### src/rtl/mem_port_arbiter_pkg.sv
// rtl/mem_port_arbiter_pkg.sv - shared types and constants for the RAM port arbiter
package mem_port_arbiter_pkg;

  // Width of the fetch starvation counter; STARVE_LIMIT must fit in it (1..15).
  localparam int STARVE_CNT_W = 4;

  // Who owns the RAM response arriving in the next cycle.
  typedef enum logic [1:0] {
    OWN_NONE = 2'd0,
    OWN_IF   = 2'd1,
    OWN_DRD  = 2'd2,
    OWN_DWR  = 2'd3
  } owner_t;

endpackage

### src/rtl/mem_port_arbiter_starve_counter.sv
// rtl/mem_port_arbiter_starve_counter.sv - saturating count of data grants taken while fetch waits
module arb_starve_counter
  import mem_port_arbiter_pkg::*;
#(
  parameter int LIMIT = 4
) (
  input  logic clk,
  input  logic rst,
  input  logic inc,
  input  logic clr,
  input  logic hold,
  output logic at_limit
);

  localparam logic [STARVE_CNT_W-1:0] LIMIT_V = STARVE_CNT_W'(LIMIT);

  logic [STARVE_CNT_W-1:0] cnt;

  // Hold wins over clear/increment so a stalled RAM freezes the fairness state.
  always_ff @(posedge clk) begin
    if (rst) begin
      cnt <= '0;
    end else if (hold) begin
      cnt <= cnt;
    end else if (clr) begin
      cnt <= '0;
    end else if (inc && (cnt != LIMIT_V)) begin
      cnt <= cnt + 1'b1;
    end
  end

  assign at_limit = (cnt == LIMIT_V);

endmodule

### src/rtl/mem_port_arbiter.sv
// rtl/mem_port_arbiter.sv - single-port RAM arbiter between instruction fetch and load/store
module mem_port_arbiter
  import mem_port_arbiter_pkg::*;
#(
  parameter int STARVE_LIMIT = 4
) (
  input  logic        clk_i,
  input  logic        rst_i,
  input  logic        if_req_i,
  input  logic [29:0] if_addr_i,
  output logic        if_gnt_o,
  output logic        if_rvalid_o,
  output logic [31:0] if_rdata_o,
  input  logic        d_req_i,
  input  logic [29:0] d_addr_i,
  input  logic [3:0]  d_wen_i,
  input  logic [31:0] d_wdata_i,
  output logic        d_gnt_o,
  output logic        d_rvalid_o,
  output logic [31:0] d_rdata_o,
  input  logic        ram_ready_i,
  output logic [29:0] ram_addr_o,
  output logic [31:0] ram_wdata_o,
  output logic [3:0]  ram_wen_o,
  output logic        ram_ren_o,
  input  logic [31:0] ram_rdata_i
);

  logic   fetch_first;
  owner_t owner;
  owner_t owner_next;

  arb_starve_counter #(
    .LIMIT(STARVE_LIMIT)
  ) u_starve (
    .clk      (clk_i),
    .rst      (rst_i),
    .inc      (d_gnt_o && if_req_i),
    .clr      (if_gnt_o || !if_req_i),
    .hold     (!ram_ready_i),
    .at_limit (fetch_first)
  );

  // Data has priority unless fetch has been starved for STARVE_LIMIT grants; no grants in reset.
  always_comb begin
    if_gnt_o = !rst_i && ram_ready_i && if_req_i && (!d_req_i || fetch_first);
    d_gnt_o  = !rst_i && ram_ready_i && d_req_i && !if_gnt_o;
  end

  // Steer the granted port onto the RAM; everything idles at zero otherwise.
  always_comb begin
    ram_addr_o  = '0;
    ram_wdata_o = '0;
    ram_wen_o   = '0;
    ram_ren_o   = 1'b0;
    if (if_gnt_o) begin
      ram_addr_o = if_addr_i;
      ram_ren_o  = 1'b1;
    end else if (d_gnt_o) begin
      ram_addr_o = d_addr_i;
      if (d_wen_i == 4'b0000) begin
        ram_ren_o = 1'b1;
      end else begin
        ram_wen_o   = d_wen_i;
        ram_wdata_o = d_wdata_i;
      end
    end
  end

  // Next owner is simply what was granted this cycle.
  always_comb begin
    owner_next = OWN_NONE;
    if (if_gnt_o) begin
      owner_next = OWN_IF;
    end else if (d_gnt_o) begin
      owner_next = (d_wen_i == 4'b0000) ? OWN_DRD : OWN_DWR;
    end
  end

  // Owner register: one-cycle record of the access whose response returns next.
  always_ff @(posedge clk_i) begin
    if (rst_i) begin
      owner <= OWN_NONE;
    end else begin
      owner <= owner_next;
    end
  end

  // Route the RAM response to its owner; a reset cycle drops any in-flight response.
  always_comb begin
    if_rvalid_o = 1'b0;
    if_rdata_o  = '0;
    d_rvalid_o  = 1'b0;
    d_rdata_o   = '0;
    if (!rst_i) begin
      case (owner)
        OWN_IF: begin
          if_rvalid_o = 1'b1;
          if_rdata_o  = ram_rdata_i;
        end
        OWN_DRD: begin
          d_rvalid_o = 1'b1;
          d_rdata_o  = ram_rdata_i;
        end
        OWN_DWR: begin
          d_rvalid_o = 1'b1;
        end
        default: begin
        end
      endcase
    end
  end

endmodule
### config.mk
export PLATFORM = sky130hd
export DESIGN_NAME = mem_port_arbiter
export DESIGN_NICKNAME = d
export VERILOG_FILES = /design/src/rtl/mem_port_arbiter_pkg.sv /design/src/rtl/mem_port_arbiter_starve_counter.sv /design/src/rtl/mem_port_arbiter.sv
export SDC_FILE = /design/constraint.sdc
export NUM_CORES = 1
export LEC_CHECK = 0
export CAP_MARGIN = 20
export CORE_AREA = 2 2 104 106
export DETAILED_ROUTE_END_ITERATION = 8
export DIE_AREA = 0 0 106 108
export GPL_TIMING_DRIVEN = 0
export HOLD_SLACK_MARGIN = 0.02
export PLACE_DENSITY = 0.59
export SKIP_LAST_GASP = 1
export SLEW_MARGIN = 15
export SYNTH_ARGS = -nofsm -noshare
export SYNTH_HDL_FRONTEND = slang
export SYNTH_SLANG_ARGS = --single-unit
### constraint.sdc
create_clock -name clk_i -period 2.18 [get_ports clk_i]
set_input_delay 0.436 -clock clk_i [delete_from_list [all_inputs] [get_ports clk_i]]
set_output_delay 0.436 -clock clk_i [all_outputs]
set_load 0.01 [all_outputs]
== Yosys cells after proc, flatten, opt, wreduce, memory -nomap -nowiden ==
Cells that the tools add are included.

* Register bits after elaboration: 6
* Bits in latches: 0
* Bits in writable memories: 0
* Bits in read-only memories: 0
* Input bits: 133
* Output and inout port bits: 135
* Word-level logic and storage cells: 52
* Memories kept: 0

* Add/subtract/negate cells: 1
* Multipliers: 0
* Divide/modulo/power cells: 0
* Magnitude comparators: 0
* Equality and inequality tests: 5
* Shifts and indexed selects: 0
* Multiplexer cells: 24
* Bitwise gates (word level): 1
* Reduce and logical (&&, ||, !) cells: 18

{| class="wikitable"
|+ Operator list
! kind !! number
|-
| 32-bit two-way mux || 7
|-
| 30-bit two-way mux || 2
|-
| 4-bit two-way mux || 5
|-
| 1-bit two-way mux || 10
|-
| 1-bit logical AND || 7
|-
| 4-bit by 1-bit adder with 4-bit output, second input constant || 1
|-
| 2-bit == test, second input constant || 2
|-
| 4-bit by 3-bit == test with 1-bit output, second input constant || 1
|-
| 1-bit logical NOT || 4
|-
| 4-bit logical NOT || 1
|-
| 4-bit by 3-bit inequality test with 1-bit output, second input constant || 1
|-
| 3-bit OR reduction || 1
|-
| 2-bit by 1-bit == test with 1-bit output, second input constant || 1
|-
| 1-bit logical OR || 2
|-
| 2-bit AND reduction || 1
|-
| 2-bit nonzero test || 1
|-
| 2-bit OR reduction || 1
|-
| 1-bit NOT || 1
|}

== Longest topological paths before layout ==
Gate-level depths: netlist (run 1).

* Depth in word-level cells: 10
* Mapped depth: 6

== Cells and area by module ==
A second synthesis (run 1) with hierarchy kept.

* Cell total of the unflattened synthesis: 192
* Area, all modules: 1425.1 um2

{| class="wikitable"
|+ Modules (own cells, without submodules)
! module !! instances !! cells each !! area each (um2) !! seq. area each (um2)
|-
| mem_port_arbiter || 1 || 164 || 1158.6 || 40.0
|-
| arb_starve_counter || 1 || 28 || 266.5 || 80.1
|}

== Worst setup path after synthesis (run 1) ==
Ideal clock, no wire load.

* Path type: register to output
* Start point: reg u_starve.cnt[0]
* End point: out ram_wdata_o[10]
* Data arrival time: 1.595 ns
* Data required time: 1.744 ns
* Path slack: 0.149 ns
* Cell stages (with the launch flop): 7
* Cells stage by stage: dfxtp_1 inv_1 ha_1 and3b_4 a2111oi_4 buf_6 and2_1

* Longest elaborated chain between the ends: 7

{| class="wikitable"
|+ Ends and longest elaborated chain
! item !! line !! source
|-
| from (decl) || mem_port_arbiter_starve_counter.sv:17 || <nowiki>logic [STARVE_CNT_W-1:0] cnt;</nowiki>
|-
| from (signal assigned) || mem_port_arbiter_starve_counter.sv:24 || <nowiki>cnt <= cnt;</nowiki>
|-
| from (signal assigned) || mem_port_arbiter_starve_counter.sv:28 || <nowiki>cnt <= cnt + 1'b1;</nowiki>
|-
| 4-bit by 3-bit == test with 1-bit output * || mem_port_arbiter_starve_counter.sv:32 || <nowiki>assign at_limit = (cnt == LIMIT_V);</nowiki>
|-
| 1-bit logical OR * || mem_port_arbiter.sv:46 || <nowiki>if_gnt_o = !rst_i && ram_ready_i && if_req_i && (!d_req_i || fetch_first);</nowiki>
|-
| 1-bit logical AND * || mem_port_arbiter.sv:46 ||
|-
| 1-bit logical NOT || mem_port_arbiter.sv:47 || <nowiki>d_gnt_o = !rst_i && ram_ready_i && d_req_i && !if_gnt_o;</nowiki>
|-
| 1-bit logical AND || mem_port_arbiter.sv:47 ||
|-
| 32-bit two-way mux || mem_port_arbiter.sv:59 || <nowiki>end else if (d_gnt_o) begin</nowiki>
|-
| 32-bit two-way mux * || mem_port_arbiter.sv:56 || <nowiki>if (if_gnt_o) begin</nowiki>
|-
| to (decl) || mem_port_arbiter.sv:23 || <nowiki>output logic [31:0] ram_wdata_o,</nowiki>
|}

Every way passes the cells marked *; elsewhere a longest branch is shown, timed or not.

== Worst setup path after layout (run 1) ==
* Start point: reg u_starve.cnt[1]
* End point: out ram_wdata_o[14]

The elaborated chain is that of the path after synthesis.

==> results.json, run 1 <==
{
  "slew_headroom": 0.744,
  "r2r_cells": 6,
  "routed_wl_um": 9950,
  "h-tree-depth": 1,
  "fin_nets": 693,
  "status": "finished, violations left",
  "fmax_mhz": 442,
  "reg2reg_to": "owner[0]",
  "synthCells": 260,
  "synth.distinct_cells": 29,
  "cts_buffers": 3,
  "hold_path.class": "flop to flop",
  "place_hpwl_um": 7910,
  "dr.pass1.iters": 4,
  "grtUsageTotal": 0.156,
  "grt_max_degree": 11,
  "num-fill-cells": 1077,
  "avgSynthCellArea_um2": 5.98,
  "routed_via_density": 4.22,
  "power_switching_mw": 0.273,
  "syn_area_mm2": 0.00155,
  "ios": 268,
  "clock_latency_ps": 220,
  "setup_slack_ps": -83.4,
  "diodes": 0,
  "dpl_cell_area_mm2": 0.00439,
  "grt_pass1_wl_um": 14500,
  "synthArstFlopShare": 0,
  "crit_start": "u_starve.cnt[1]",
  "dieArea_mm2": 0.0114,
  "cp-end-kind": "output port",
  "hold_viol": 0,
  "synthFlopType": "dfxtp_1",
  "worstMarginPinSlew_ps": 384,
  "drv_cap": 0,
  "gp_congestion": 0.785,
  "power_frac_seq": 0.128,
  "fin_crit_sh": 1.04,
  "coreArea_mm2": 0.0102,
  "start_util": 0.152,
  "root_buffer": "clkbuf_8",
  "postCtsHoldBufs": 0,
  "seq_area_frac_synth": 0.0773,
  "synth_fp_nets": 395,
  "critPathMaxFanout": 8,
  "power.total_mw": 0.902,
  "clkTransAtPathRegs_ps": 40,
  "numPortBuffers": 266,
  "crit_required_ps": 1740,
  "power-per-cell-area_mw_per_mm2": 189,
  "ys_warn_count": 0,
  "overflow": 0,
  "area_delta_synth_final_pct": 207,
  "synth_seq_cells": 6,
  "worstSetupStartpointType": "flop",
  "layout-drive-gt1-share": 0.354,
  "wire_per_inst_um": 14.4,
  "whs_ps": 523,
  "cts.sinks": 6,
  "fin_area_mm2": 0.00476,
  "setup.worst_path.class": "flop to output port",
  "violations": "negative setup slack",
  "drc": 0,
  "final.setup_skew_ps": 4.77,
  "maxSlewViolCount": 0,
  "layout_min_cycle_time_ps": 2260,
  "p_comb_frac": 0.687,
  "rsz0062_at_grt": "true",
  "grt_pass1_vias": 2824,
  "die_h_um": 108,
  "chipWidth_um": 106,
  "p_sw_frac": 0.303,
  "synth_edf_count": 0,
  "cts.path.max_buffers": 2,
  "worstPathArrival_ps": 1830,
  "fin_cells": 692,
  "vias": 2920,
  "r2r_slack_ps": 870,
  "fp-row-count": 37,
  "cp-endpoint": "ram_wdata_o[14]",
  "vdd_ir_drop_max_uv": 118,
  "p_leak_nw": 2.31,
  "cellInternalPower_mw": 0.629,
  "yosys.area.top_type": "and2_1",
  "antenna_found_initial": 0,
  "setup_viol": 35,
  "synth_top_area_frac": 0.390,
  "dp_cells": 662,
  "clock_power_share": 0.185,
  "ant_nets": 0,
  "synth.area.top_cells": "and2_1 39%, nand2_1 15%, o22ai_1 12%",
  "r2r_start": "u_starve.cnt[1]",
  "final.setup.tns_ps": -2090,
  "cts_tree": "built",
  "first_iter_violations": 71
}
[flip-flops by register name (all words and copies together), names as in the netlist]
| name | count |
|---|---|
| owner | 2 |
| u_starve.cnt | 4 |
[kinds of logic after synthesis]
group,Yosys count,synth area share
compound gates,41,0.182
fa+ha+maj,2,0.0161
buf+inv,28,0.0853
simple gates,183,0.639
flops,6,0.0773
[how the worst min path moves through the flow]
| stage | endpoint | cells past startpoint | startpoint |
|---|---|---|---|
| 6_report | u_starve.cnt[3] | 1 | u_starve.cnt[3] |
| 5_1_grt | u_starve.cnt[3] | 1 | u_starve.cnt[3] |
| 4_1_cts | u_starve.cnt[3] | 1 | u_starve.cnt[3] |
| 3_5_place_dp | u_starve.cnt[0] | 1 | u_starve.cnt[0] |
| 3_3_place_gp | u_starve.cnt[3] | 1 | u_starve.cnt[3] |
| 2_1_floorplan | u_starve.cnt[3] | 1 | u_starve.cnt[3] |
[timing repair]
item | CTS | global route
setup endpoints to repair | 135 | 120
gates cloned | 2 | 3
buffers inserted | 20 | 5
pin swaps | 5 | 29
gates resized for setup | 473 | 98
[synth_stat cells, types with 2 or more instances]
cell	instances
and2_1	97
nand2_1	62
o22ai_1	30
clkbuf_1	17
dfxtp_1	6
and3_1	4
buf_2	4
inv_1	4
a21oi_1	3
buf_6	3
nand2b_1	3
nand3_1	3
nor2_1	3
nor2b_1	3
ha_1	2
nand4b_1	2
nor3b_1	2
[area by class of cell]
| type | instances | area, um2 | area share |
|---|---|---|---|
| inverter | 4 | 15.0 | 0.00315 |
| multi-input combinational | 226 | 1520 | 0.319 |
| timing repair buffer | 295 | 2620 | 0.551 |
| clock buffer | 3 | 41.3 | 0.00867 |
| buffer | 22 | 273 | 0.0573 |
| sequential | 6 | 123 | 0.0257 |
| tap | 136 | 170 | 0.0357 |
[critical path: stages (launching register included)]
cell and delay, ps:
dfxtp_2 330, inv_2 50, ha_4 150, and3b_4 220, a2111oi_4 300, buf_6 200, buf_6 130, and2_4 140
buf_6 90
[metrics by stage]
step | utilization | worst slack (ps)
after detailed placement | 0.429 | -988
after floorplan | - | 149
after global placement | 0.429 | -942
final | 0.466 | -83.4
after global routing | 0.466 | -167
after CTS | 0.435 | -164
[layer usage]
metal / vias to the layer above / routed length [um] / track usage
li1: 1451 / - / -
met1: 1319 / 3700 / 0.168
met2: 140 / 5270 / 0.307
met3: 10 / 860 / 0.0410
met4: 0 / 110 / 0.0291
met5: - / 0 / 0
[power groups by stage]
stage / registers [mW] / logic [mW] / clock network (mW)
5_1_grt: 0.116 / 0.665 / 0.181
4_1_cts: 0.116 / 0.572 / 0.171
6_report: 0.116 / 0.620 / 0.167
3_3_place_gp: 0.116 / 0.557 / 0
3_5_place_dp: 0.116 / 0.561 / 0
2_1_floorplan: 0.116 / 0.163 / 0
[cells in the final DEF (no fill, tap or decap), types with 3 or more instances in the layout]
| cell | netlist | layout |
|---|---|---|
| and2_1 | 97 | 67 |
| and2_4 | 0 | 30 |
| and3_1 | 4 | 4 |
| buf_2 | 4 | 47 |
| buf_4 | 0 | 18 |
| buf_6 | 3 | 45 |
| buf_8 | 0 | 4 |
| clkbuf_2 | 0 | 11 |
| clkbuf_8 | 0 | 14 |
| clkdlybuf4s15_1 | 0 | 6 |
| clkdlybuf4s50_1 | 0 | 125 |
| dfxtp_1 | 6 | 4 |
| dlygate4sd2_1 | 0 | 47 |
| inv_2 | 0 | 3 |
| nand2_1 | 62 | 62 |
| nand3_1 | 3 | 3 |
| nor2_1 | 3 | 3 |
| nor2b_4 | 0 | 3 |
| o22ai_1 | 30 | 22 |
| o22ai_2 | 0 | 8 |
Note: power is estimated with default switching activity, not from simulation.
==> run 2: changes to the inputs <==
--- a/config.mk
+++ b/config.mk
@@ -9,6 +9,7 @@
 export CORE_AREA = 2 2 104 106
 export DETAILED_ROUTE_END_ITERATION = 8
 export DIE_AREA = 0 0 106 108
+export GPL_ROUTABILITY_DRIVEN = 0
 export GPL_TIMING_DRIVEN = 0
 export HOLD_SLACK_MARGIN = 0.02
 export PLACE_DENSITY = 0.59
==> results of run 2 <==
Final layout, timing and power as in run 1 (identical DEF).
==> edit: new RTL, settings of run 2 <==
Re-encode `owner_t` (4 values) as one-hot, 4 bits wide.
--- a/src/rtl/mem_port_arbiter_pkg.sv
+++ b/src/rtl/mem_port_arbiter_pkg.sv
@@ -5,11 +5,11 @@
   localparam int STARVE_CNT_W = 4;
 
   // Who owns the RAM response arriving in the next cycle.
-  typedef enum logic [1:0] {
-    OWN_NONE = 2'd0,
-    OWN_IF   = 2'd1,
-    OWN_DRD  = 2'd2,
-    OWN_DWR  = 2'd3
+  typedef enum logic [3:0] {
+    OWN_NONE = 4'b0001,
+    OWN_IF   = 4'b0010,
+    OWN_DRD  = 4'b0100,
+    OWN_DWR  = 4'b1000
   } owner_t;
 
 endpackage
Behaviour: same outputs for any inputs over 4 cycles, from zero or initial values and one cycle with rst_i high; so few cycles prove little.
==> edit against run 2 <==
The run still ends with negative setup slack left; highest routed layer unchanged; clock power rose by 4%; wire length rose by 9.7%; area after synthesis rose by 6.4%; critical path depth fell by 1; largest power group unchanged; total power fell by 2.9%; utilization barely moved; setup slack got worse by 40 ps; count of clock-buffer cells in the layout did not move; fmax fell by 1.7%; first-iteration DRC count rose by 24%; sequential cell count rose by 2; final area barely moved; global-route usage rose by 2.0 points; clock skew fell by 3.4 ps.
==> edit: results (changes against run 2) <==
[layout]
drive_gt1_frac = 0.317  ; -0.0377
reg_top3 = owner x4, u_starve.cnt x4
nets = 696  ; +0.43%
nFillCells = 1055  ; -2.0%

[global_route]
grtUsageMet3 = 0.0416  ; +0.000603
grt_use_met1 = 0.182  ; +0.0142
track_usage = 0.176  ; +0.0203
grt_pass1_wl_mm = 15.9  ; +9.9%

[timing]
setup_tns_ps = -957  ; +1130 ps
setup_ws_ps = -123  ; -39.9 ps
setup_viol = 15  ; -57%

[route]
wl_met3_um = 907  ; +5.5%
route.met2.wl_mm = 5.92  ; +12%
routed_via_density = 4.36  ; +3.3%
initialDrtViolationCount = 88  ; +24%

[setup_path]
cp_max_fo = 4  ; -4
cp.arrival_ps = 1870  ; +40 ps
crit_slowest_cell = nor4_4

[place]
io_buffers = 267  ; +0.38%
dp_hpwl_mm = 8.95  ; +13%

[clock_tree]
post-cts-setup-buffers = 15  ; -25%
cts_resized = 262  ; -45%

[logic_synthesis]
synth_common_cells = and2_1, nand2_1, and3_1
synthArstFlopShare = 0  ; unchanged
ys_seq_area_frac = 0.0968  ; +0.0195
ys_types = 36  ; +24%
synthTopCellsByArea = and2_1, nand2_1, and3_1, o22ai_1, dfxtp_1
syn_nets = 401  ; +1.5%

[power]
switching_power_uw = 265  ; -2.9%
p_leak_nw = 2.92  ; +27%
ir_drop_mv = 0.115  ; -2.8%

[outcome]
violations = negative setup slack
outcome = finished, violations left

-- edit: final cells by class --
| cell class | count | area [µm²] | share of cell area |
|---|---|---|---|
| inverters | 3 | 11.3 | 0.00236 |
| flip-flops and latches | 8 | 168 | 0.0352 |
| repair buffers | 290 | 2580 | 0.540 |
| clock buffers | 3 | 41.3 | 0.00866 |
| well taps | 136 | 170 | 0.0357 |
| multi-input cells | 229 | 1550 | 0.325 |
| plain buffers | 26 | 253 | 0.0530 |
-- edit: path summary, 6_finish.rpt --
check,startpoint,slack [ps],cells past startpoint,endpoint
worst min register to register,u_starve.cnt[3],510,1,u_starve.cnt[3]
worst min-delay path,u_starve.cnt[3],510,1,u_starve.cnt[3]
worst max register to register,u_starve.cnt[1],450,7,u_starve.cnt[3]
worst max-delay path,d_wen_i[1],-120,7,ram_wdata_o[1]
-- edit: kinds of logic after synthesis --
logic type      share of synthesized area
simple gates                        0.641
compound gates                      0.147
buf+inv                            0.0877
flops                              0.0968
fa+ha+maj                          0.0151
xor+xnor                          0.00530
mux                               0.00681
-- edit: stage by stage --
stage	hold WS (ps)	area (µm²)	setup slack (ps)	cells
3_3_place_gp	494	4500	-1020	669
2_1_floorplan	455	1650	355	266
3_5_place_dp	510	4500	-1020	669
6_report	513	4770	-123	695
5_1_grt	533	4770	-188	695
4_1_cts	507	4780	-254	689
-- edit: power by group through the flow --
| stage | Combinational, mW | Sequential [mW] | Clock, mW |
|---|---|---|---|
| 2_1_floorplan | 0.138 | 0.156 | 0 |
| 3_3_place_gp | 0.506 | 0.157 | 0 |
| 3_5_place_dp | 0.510 | 0.157 | 0 |
| 4_1_cts | 0.544 | 0.155 | 0.179 |
| 5_1_grt | 0.586 | 0.157 | 0.183 |
| 6_report | 0.546 | 0.156 | 0.174 |
